`src/rtl/mpt_pkg.sv`:
```
// Shared MPT walker types.
//   spa_t_u      : supervisor physical address
//   mmpt_reg_t   : MMPT register image (mode / sdid / ppn)
//   mpt_access_e : access type of a permission check
//   mptw_arb_req_t : one request held by the walker front-end arbiter
//   MPTW_ARB_PORT_* : conventional requestor port indices
package mpt_pkg;

    typedef logic [55:0] spa_t_u;

    typedef struct packed {
        logic [3:0]  mode;
        logic [5:0]  sdid;
        logic [43:0] ppn;
    } mmpt_reg_t;

    typedef enum logic [1:0] {
        MPT_ACCESS_READ  = 2'd0,
        MPT_ACCESS_WRITE = 2'd1,
        MPT_ACCESS_EXEC  = 2'd2
    } mpt_access_e;

    typedef struct packed {
        spa_t_u      spa;
        mmpt_reg_t   mmpt;
        mpt_access_e access;
    } mptw_arb_req_t;

    localparam int MPTW_ARB_PORT_FETCH = 0;
    localparam int MPTW_ARB_PORT_LSU   = 1;
    localparam int MPTW_ARB_PORT_DMA   = 2;

endpackage

```
`src/rtl/rr_arbiter.sv`:
```
// Combinational round-robin arbiter.
//   i_req   : request vector
//   i_ptr   : highest-priority index this cycle
//   o_gnt   : one-hot grant
//   o_idx   : index of the granted requestor
//   o_valid : some request was granted
module rr_arbiter #(
    parameter  int NUM_PORTS = 2,
    localparam int IDX_W     = (NUM_PORTS > 1) ? $clog2(NUM_PORTS) : 1
) (
    input  logic [NUM_PORTS-1:0] i_req,
    input  logic [IDX_W-1:0]     i_ptr,
    output logic [NUM_PORTS-1:0] o_gnt,
    output logic [IDX_W-1:0]     o_idx,
    output logic                 o_valid
);
    localparam logic [IDX_W:0] NP = (IDX_W+1)'(NUM_PORTS);

    logic [2*NUM_PORTS-1:0] w_dbl;
    logic [NUM_PORTS-1:0]   w_rot;
    logic [IDX_W-1:0]       w_off;
    logic [IDX_W:0]         w_sum;

    // Rotate so that i_ptr lands at bit 0, then take the lowest set bit.
    assign w_dbl = {i_req, i_req} >> i_ptr;
    assign w_rot = w_dbl[NUM_PORTS-1:0];

    always_comb begin
        w_off   = '0;
        o_valid = 1'b0;
        for (int j = NUM_PORTS-1; j >= 0; j--) begin
            if (w_rot[j]) begin
                w_off   = IDX_W'(j);
                o_valid = 1'b1;
            end
        end
        // Undo the rotation: (ptr + offset) mod NUM_PORTS.
        w_sum = {1'b0, i_ptr} + {1'b0, w_off};
        if (w_sum >= NP) w_sum = w_sum - NP;
        o_idx = w_sum[IDX_W-1:0];
        o_gnt = o_valid ? (NUM_PORTS'(1) << o_idx) : '0;
    end

endmodule

```
`src/rtl/mptw_req_arbiter.sv`:
```
// MPT walker front-end: one holding slot per requestor, round-robin grant into a
// registered walker transaction port, and an in-flight credit limit.
//   clk_i / rst_i (async, active-high) / flush_i (sync, drops all state but rr_ptr)
//   mmpt_reg_i                  : MMPT snapshot captured with each accepted request
//   req_valid_i / req_ready_o   : per-port request handshake (ready is registered-only)
//   req_spa_i / req_access_i    : per-port request payload
//   mptw_valid_o / mptw_ready_i : walker transaction handshake
//   mptw_spa_o / mptw_mmpt_o / mptw_access_o / mptw_port_id_o : issued transaction
//   resp_done_i                 : walker retired one transaction
//   outstanding_o               : issued but not yet retired transactions
module mptw_req_arbiter
    import mpt_pkg::*;
#(
    parameter  int NUM_PORTS       = 2,
    parameter  int MAX_OUTSTANDING = 4,
    localparam int PORT_ID_W       = $clog2(NUM_PORTS),
    localparam int CNT_W           = $clog2(MAX_OUTSTANDING+1)
) (
    input  logic                              clk_i,
    input  logic                              rst_i,
    input  logic                              flush_i,
    input  mmpt_reg_t                         mmpt_reg_i,
    input  logic        [NUM_PORTS-1:0]       req_valid_i,
    output logic        [NUM_PORTS-1:0]       req_ready_o,
    input  spa_t_u      [NUM_PORTS-1:0]       req_spa_i,
    input  mpt_access_e [NUM_PORTS-1:0]       req_access_i,
    output logic                              mptw_valid_o,
    input  logic                              mptw_ready_i,
    output spa_t_u                            mptw_spa_o,
    output mmpt_reg_t                         mptw_mmpt_o,
    output mpt_access_e                       mptw_access_o,
    output logic        [PORT_ID_W-1:0]       mptw_port_id_o,
    input  logic                              resp_done_i,
    output logic        [CNT_W-1:0]           outstanding_o
);
    localparam logic [CNT_W-1:0] MAX_CNT = CNT_W'(MAX_OUTSTANDING);

    logic          [NUM_PORTS-1:0] r_slot_full;
    mptw_arb_req_t [NUM_PORTS-1:0] r_slot;
    logic                          r_valid;
    mptw_arb_req_t                 r_out;
    logic          [PORT_ID_W-1:0] r_port_id;
    logic          [PORT_ID_W-1:0] r_rr_ptr;
    logic          [CNT_W-1:0]     r_outstanding;

    logic [NUM_PORTS-1:0] w_acc;
    logic [NUM_PORTS-1:0] w_gnt;
    logic [PORT_ID_W-1:0] w_gnt_idx;
    logic [PORT_ID_W-1:0] w_rr_next;
    logic                 w_gnt_any;
    logic                 w_out_free;
    logic                 w_credit;
    logic                 w_issue;
    logic                 w_done;

    rr_arbiter #(.NUM_PORTS(NUM_PORTS)) u_rr (
        .i_req   (r_slot_full),
        .i_ptr   (r_rr_ptr),
        .o_gnt   (w_gnt),
        .o_idx   (w_gnt_idx),
        .o_valid (w_gnt_any)
    );

    // Ready depends only on state and flush/reset, never on the walker side.
    assign req_ready_o = ~r_slot_full & {NUM_PORTS{!flush_i && !rst_i}};
    assign w_acc       = req_valid_i & req_ready_o;

    assign w_out_free = !r_valid || mptw_ready_i;
    assign w_credit   = r_outstanding < MAX_CNT;
    assign w_issue    = w_out_free && w_credit && w_gnt_any;
    // A completion with nothing in flight is dropped.
    assign w_done     = resp_done_i && (r_outstanding != '0);
    assign w_rr_next  = (w_gnt_idx == PORT_ID_W'(NUM_PORTS-1)) ? '0 : w_gnt_idx + 1'b1;

    always_ff @(posedge clk_i or posedge rst_i) begin
        if (rst_i) begin
            r_slot_full <= '0;
            r_slot      <= '0;
        end else if (flush_i) begin
            r_slot_full <= '0;
        end else begin
            for (int i = 0; i < NUM_PORTS; i++) begin
                if (w_issue && w_gnt[i]) r_slot_full[i] <= 1'b0;
                if (w_acc[i]) begin
                    r_slot_full[i] <= 1'b1;
                    r_slot[i]      <= '{spa: req_spa_i[i], mmpt: mmpt_reg_i, access: req_access_i[i]};
                end
            end
        end
    end

    always_ff @(posedge clk_i or posedge rst_i) begin
        if (rst_i) begin
            r_valid       <= 1'b0;
            r_out         <= '0;
            r_port_id     <= '0;
            r_rr_ptr      <= '0;
            r_outstanding <= '0;
        end else if (flush_i) begin
            r_valid       <= 1'b0;
            r_outstanding <= '0;
        end else begin
            if (w_issue) begin
                r_valid   <= 1'b1;
                r_out     <= r_slot[w_gnt_idx];
                r_port_id <= w_gnt_idx;
                r_rr_ptr  <= w_rr_next;
            end else if (w_out_free) begin
                r_valid   <= 1'b0;
            end
            case ({w_issue, w_done})
                2'b10:   r_outstanding <= r_outstanding + 1'b1;
                2'b01:   r_outstanding <= r_outstanding - 1'b1;
                default: r_outstanding <= r_outstanding;
            endcase
        end
    end

    assign mptw_valid_o   = r_valid;
    assign mptw_spa_o     = r_out.spa;
    assign mptw_mmpt_o    = r_out.mmpt;
    assign mptw_access_o  = r_out.access;
    assign mptw_port_id_o = r_port_id;
    assign outstanding_o  = r_outstanding;

`ifndef SYNTHESIS
    logic          r_chk_hold;
    mptw_arb_req_t r_chk_out;
    logic [PORT_ID_W-1:0] r_chk_id;

    always_ff @(posedge clk_i) begin
        r_chk_hold <= !rst_i && !flush_i && r_valid && !mptw_ready_i;
        r_chk_out  <= r_out;
        r_chk_id   <= r_port_id;
        if (!rst_i && !flush_i) begin
            assert (!(w_issue && r_outstanding == MAX_CNT));
            assert (!(resp_done_i && r_outstanding == '0));
            for (int i = 0; i < NUM_PORTS; i++)
                assert (!(w_acc[i] && r_slot_full[i]));
        end
        if (r_chk_hold && !rst_i)
            assert (r_valid && r_out == r_chk_out && r_port_id == r_chk_id);
    end
`endif

endmodule

```
`config.mk`:
```
export PLATFORM = sky130hd
export DESIGN_NAME = mptw_req_arbiter
export DESIGN_NICKNAME = d
export VERILOG_FILES = /design/src/rtl/mpt_pkg.sv /design/src/rtl/rr_arbiter.sv /design/src/rtl/mptw_req_arbiter.sv
export SDC_FILE = /design/constraint.sdc
export NUM_CORES = 1
export LEC_CHECK = 0
export CORE_UTILIZATION = 52
export CTS_BUF_LIST = sky130_fd_sc_hd__clkbuf_8 sky130_fd_sc_hd__clkbuf_16
export CTS_CLUSTER_SIZE = 24
export DETAILED_ROUTE_END_ITERATION = 8
export PLACE_DENSITY = 0.83
export RECOVER_POWER = 100
export SLEW_MARGIN = 20
export SYNTH_ARGS = -nofsm -noshare
export SYNTH_HDL_FRONTEND = slang
export SYNTH_SLANG_ARGS = --single-unit
```
`constraint.sdc`:
```
create_clock -name clk_i -period 14.5 [get_ports clk_i]
set_input_delay 2.175 -clock clk_i [delete_from_list [all_inputs] [get_ports clk_i]]
set_output_delay 2.175 -clock clk_i [all_outputs]
set_load 0.1 [all_outputs]
```
==> results_dict.tcl, run 1 <==
set metrics [dict create \
    criticalPathCategory "input pin to flip-flop" \
    hold_class "flip-flop to flip-flop" \
    timing.reg2reg.worst_path_depth 4 \
    clock-sinks 344 \
    final_layout_size_suffix_gt1_share_pct 12.5 \
    post-cts-setup-buffers 0 \
    core-area_um2 27700 \
    avg_cell_area_syn_um2 14.5 \
    holdCritStartpoint "r_slot[118]" \
    power_density_nw_per_um2 250 \
    totalWireLength_um 31800 \
    power_uw 4560 \
    synth_to_layout_area_growth_pct 24.6 \
    cts_made_buffers 37 \
    htree_levels 2 \
    cts_tree "done" \
    worstPathArrival_ns 9.43 \
    tightestPinTransition_ns 4.77 \
    die_w_um 170 \
    yosysWarnings 0 \
    synth-edff-count 0 \
    status "finished, violations left" \
    grt_start_max_net_pins 110 \
    timing.clock.skew_ns 0.0149 \
    routed-via-count 8894 \
    drt-initial-drc-count 525 \
    whs_endpoint "r_slot[118]" \
    synth.distinct_cells 25 \
    max_slew_margin_pct -218 \
    critical_path.startpoint_type "input pin" \
    dr.pass1.iters 4 \
    max-vdd-ir-drop_uv 211 \
    area_of_the_die_um2 28800 \
    min_path_cells 1 \
    number_of_instances_in_the_synthesized_netlist 1008 \
    floorplan.initialDensity_pct 52.9 \
    antenna_found_initial 0 \
    cts-hold-fix-buffers 0 \
    grt_first_pass_wirelength_um 50800 \
    whs_ns 0.488 \
    floorplan.io_pins 296 \
    synth_ff_type "dfrtp_1" \
    ys_async_sr_fraction_pct 100 \
    first_global_vias 9492 \
    insertion_delay_ns 0.51 \
    grt_setup_unrepaired "false" \
    finalCoreUtilization_pct 65.8 \
    fin_setup_tns_ns 0 \
    die-height_um 170 \
    leakage_uw 0.00796 \
    grt_overflow_total 0 \
    clock-root-buffer "clkbuf_16" \
    drt_drc_violations_left 0 \
    dpl.hpwl_um 20700 \
    timing.final.hold_violations 0 \
    maxClockFrequency_mhz 110 \
    min_period_over_period_pct 62.5 \
    register_to_register_setup_slack_ns 7.35 \
    port-buffer-count 295 \
    cap_viol_max_count 9 \
    endpoint_of_the_worst_register_to_register_path "r_slot[17]" \
    route.detailed.vias_per_inst 5.25 \
    ys_seq_elements 344 \
    yosysSeqAreaShare_pct 58.8 \
    drt-wirelength-per-cell_um 18.8 \
    placement_rows 61 \
    netlist_area_pre_place_um2 14600 \
    finalCriticalPeriod_ns 9.06 \
    timing.critical_path.required_ns 14.87 \
    cts.clk_slew.worst_paths_ns 0.06 \
    final_antenna_net_count 0 \
    global_route.usage.total_pct 22.2 \
    globalplace.congestion 0.758 \
    ctsResizeCount 0 \
    layout.nets 1467 \
    slew_violations 575 \
    failed_checks "capacitance limit, slew limit" \
    cts_buffer_depth 3 \
    r2r_start "r_slot_full[0]" \
    largest_fanout_on_the_critical_path 63 \
    endpoint_kind "flip-flop" \
    synth_nets 1186 \
    setup_viol 0 \
]
-- cell usage after synthesis, types with 2 or more instances --
cell       n  share of area, %
buf_12    16               2.2
a31o_2     2              0.12
and2_1     2             0.085
dfrtp_1  344                59
mux2_2    88               6.8
nor2b_1    2             0.085
nor3_2     3              0.21
nand2_1    5              0.13
buf_2     31               1.1
a21oi_1  113               3.9
mux2_4   138                14
buf_4     11              0.56
nor2_1   121               3.1
inv_1      3             0.077
buf_6      7              0.54
mux2i_1  113               7.7
-- state kept, by name (all words and copies together), names as in the netlist --
signal / flops
mptw_spa_o: 56
r_slot_full: 2
r_rr_ptr: 1
mptw_access_o: 2
mptw_valid_o: 1
r_slot: 224
mptw_port_id_o: 1
outstanding_o: 3
mptw_mmpt_o: 54
-- metrics by stage --
| stage | cell area (um2) | worst slack (ns) | std cells |
|---|---|---|---|
| 2_1_floorplan | 14600 | 2.79 | 1008 |
| 3_3_place_gp | 17600 | 8.16 | 1628 |
| 3_5_place_dp | 17600 | 8.10 | 1628 |
| 4_1_cts | 18800 | 8.10 | 1694 |
| 5_1_grt | 18200 | 4.95 | 1694 |
| 6_report | 18200 | 5.44 | 1695 |
-- cells by family (layout without fill, tap and decap cells) --
logic type	after synthesis	after routing	synth area share (%)
AOI/OAI and AO/OA	119	119	4.18
xor gates and xnor gates	1	1	0.0598
adders and majority gates	1	1	0.137
buffers and inverters	68	376	4.43
DFF	344	344	58.8
muxes	339	339	28.6
other	0	1	0
and+or+nand+nor	136	136	3.78
-- area by class of cell --
class	instances	area, um2
timing repair buffer	307	3030
clock buffer	46	1070
clock inverter	20	180
multi-input combinational	596	4870
tap	378	473
sequential	344	8610
inverter	3	12.5
antenna	1	2.50
fill	2129	9460
-- routing by layer --
layer	track usage [%]	wire length [um]
met5	0	0
met4	7.36	889
met3	7.14	2570
met2	35.9	15200
met1	28.3	13100
-- layout by cell type, fill, tap and decap left out --
cell / instances
nand2_1: 5
and2_0: 2
a21oi_1: 113
clkbuf_8: 7
nor4_1: 1
o21ai_0: 1
mux2_2: 89
dfrtp_1: 344
or4_1: 1
nand3_1: 1
buf_4: 4
a31o_2: 2
diode_2: 1
nor2b_1: 2
mux2_1: 135
clkinv_2: 10
inv_6: 2
clkbuf_16: 39
fa_1: 1
xor2_1: 1
clkinvlp_2: 1
nor2_1: 121
clkbuf_1: 6
nor3_1: 3
clkinvlp_4: 1
a31oi_1: 1
clkdlybuf4s50_1: 173
mux2i_1: 113
inv_1: 6
o31ai_2: 1
dlygate4sd3_1: 122
o21ai_4: 1
buf_6: 2
mux2_4: 2
bufinv_16: 3
-- power by group --
part           internal [uW]  switching (uW)
Clock                    578             373
Sequential              1270             170
Combinational            546            1630
Total                   2390            2170
-- how the worst max path moves through the flow --
stage	startpoint	to	slack [ns]	cells after the start
after floorplan	rst_i	mptw_access_o[0]	2.79	1
after global placement	flush_i	req_ready_o[1]	8.16	3
after detailed placement	flush_i	req_ready_o[1]	8.10	3
after CTS	flush_i	req_ready_o[1]	8.10	3
after global routing	flush_i	r_slot[17]	4.95	5
final	flush_i	r_slot[17]	5.44	5
-- critical path: stages --
cell	delay, ns
dlygate4sd3_1	0.65
nor3_1	0.24
and2_0	3.40
clkbuf_1	2.39
mux2_1	0.43
Note: power is estimated with default switching activity, not from simulation.
==> run 2, diff against run 1 <==
==> constraint.sdc (replaced) <==
create_clock -name clk_i -period 8.4 [get_ports clk_i]
set_input_delay 1.26 -clock clk_i [delete_from_list [all_inputs] [get_ports clk_i]]
set_output_delay 1.26 -clock clk_i [all_outputs]
set_load 0.1 [all_outputs]
==> run 2 against run 1 <==
  * The run still ends with capacitance limit, slew limit left
  * First-iteration DRC count fell by 11%
  * Register-to-register slack got worse by 4.3 ns
  * Critical path depth rose by 1
  * Design area fell by 0.14%
  * Non-clock buffer count fell by 1
  * Sequential cell count did not move
  * Sequential power rose by 72%
  * Clock-buffer cell count rose by 5
  * Clock skew barely moved
  * Setup slack got worse by 3.0 ns
  * Critical endpoint is now mptw_spa_o[2]
  * Largest cell class unchanged
==> results_dict.tcl, run 2 (synthesis results as in run 1) <==
set metrics [dict create \
    status "finished, violations left" \
    failed_checks "capacitance limit, slew limit" \
    grt_setup_unrepaired "false" \
    tightestPinTransition_ns 4.63 \
    routed-via-count 8936 \
    die_w_um 170 \
    slowest_delay_ns 2.91 \
    floorplan.initialDensity_pct 52.9 \
    cts_tree "done" \
    route.detailed.vias_per_inst 5.28 \
    worst_path_dominant_cell_family "buffers and inverters" \
    finalCoreUtilization_pct 65.8 \
    antenna_found_initial 0 \
    fin_setup_tns_ns 0 \
    synth_to_layout_area_growth_pct 24.4 \
    largest_fanout_on_the_critical_path 94 \
    insertion_delay_ns 0.50 \
    dpl.hpwl_um 20000 \
    path_buf_inv 3 \
    min_period_over_period_pct 71.1 \
    cts_buffer_depth 3 \
    port-buffer-count 295 \
    placement_rows 61 \
    layout.nets 1465 \
    globalplace.congestion 0.777 \
    max_slew_margin_pct -208 \
    endpoint_kind "flip-flop" \
    largest_reg_flops 224 \
    worstPathArrival_ns 6.34 \
    core-area_um2 27700 \
    global_route.usage.total_pct 22.8 \
    timing.final.hold_violations 0 \
    setup_viol 0 \
    power_density_nw_per_um2 430 \
    area_of_the_die_um2 28800 \
    finalCriticalPeriod_ns 5.98 \
    slew_violations 475 \
    multi_input_comb_area_um2 4890 \
    die-height_um 170 \
    floorplan.io_pins 296 \
    maxClockFrequency_mhz 167 \
    criticalPathCategory "input pin to flip-flop" \
    final-seq-area_um2 8610 \
    layout.cells.most_common "dfrtp_1" \
    clock-root-buffer "clkbuf_16" \
    first_global_vias 9679 \
    htree_levels 2 \
    drt-initial-drc-count 469 \
    final_cell_mix "344 x dfrtp_1, 173 x clkdlybuf4s50_1, 128 x mux2_1" \
    cts-hold-fix-buffers 0 \
    area_of_all_placed_cells_without_fillers_um2 18200 \
    placed_cell_area_um2 17600 \
    leakage_uw 0.00797 \
    timing.clock.skew_ns 0.0146 \
    final_antenna_net_count 0 \
    fillers 2137 \
    grt_start_max_net_pins 176 \
    drt_drc_violations_left 0 \
    critical_path.startpoint_type "input pin" \
    max-vdd-ir-drop_uv 316 \
    path_cells "dlygate4sd3_1 > nor4_1 > buf_4 > clkbuf_1 > nor2_1 > a21oi_1" \
    critical_path.slowest_cell "clkbuf_1" \
    post-cts-setup-buffers 0 \
    cts_made_buffers 36 \
    cts.clk_slew.worst_paths_ns 0.06 \
    timing.critical_path.required_ns 8.76 \
    clock-sinks 344 \
    ctsResizeCount 0 \
    cap_viol_max_count 6 \
    drt-wirelength-per-cell_um 18.7 \
    dr.pass1.iters 5 \
    grt_overflow_total 0 \
    grt_first_pass_wirelength_um 52000 \
    max_flop_register "r_slot" \
    totalWireLength_um 31700 \
    hold_class "flip-flop to flip-flop" \
    final_layout_size_suffix_gt1_share_pct 12.7 \
]
## run 2: cell count changes in the layout (fill, tap and decap cells not counted), moves of 3 or more
| cell | delta |
|---|---|
| clkbuf_1 | -3 |
| clkinv_2 | -6 |
| inv_1 | +3 |
| mux2_4 | +6 |
| mux2_1 | -7 |
| clkbuf_8 | +7 |
## run 2: layer usage
metal  global-route usage [%]  routed length (um)
met4                     6.38                 751
met2                     37.6               15400
met5                        0                   0
met3                     7.44                2590
met1                     28.9               12900
## run 2: final timing paths
| path | startpoint | end | depth (start not counted) | slack, ns |
|---|---|---|---|---|
| max in group asynchronous | rst_i | r_slot[61] | 3 | 3.10 |
| worst max register to register | r_slot_full[1] | mptw_spa_o[48] | 5 | 3.08 |
| worst min-delay path | r_slot[140] | r_slot[140] | 1 | 0.49 |
| min in group asynchronous | rst_i | mptw_port_id_o | 3 | 2.82 |
| worst min register to register | r_slot[140] | r_slot[140] | 1 | 0.49 |
| worst max-delay path | flush_i | mptw_spa_o[2] | 6 | 2.42 |
## run 2: report_power, final
part           internal, uW  leakage (uW)  switching (uW)
clock network           951      0.000624             625
registers              2190       0.00401             289
logic                   988       0.00333            2800
total                  4130       0.00797            3710
## run 2: area by class of cell
cell class | count | area share (%)
Sequential cell | 344 | 47.3
Multi-Input combinational cell | 596 | 26.8
Timing Repair Buffer | 306 | 16.7
Clock buffer | 51 | 6.14
Tap cell | 378 | 2.60
Clock inverter | 12 | 0.419
Inverter | 3 | 0.0824
Antenna cell | 1 | 0.0137
## run 2: stage by stage
| step | total power, uW | cells | hold WS [ns] | worst slack [ns] |
|---|---|---|---|---|
| floorplan | 5560 | 1008 | 0.480 | 2.54 |
| global placement | 6410 | 1627 | 0.488 | 3.87 |
| detailed placement | 6490 | 1627 | 0.494 | 3.83 |
| CTS | 8110 | 1690 | 0.508 | 3.83 |
| global route | 8200 | 1690 | 0.500 | 2.01 |
| finish | 7840 | 1691 | 0.485 | 2.42 |
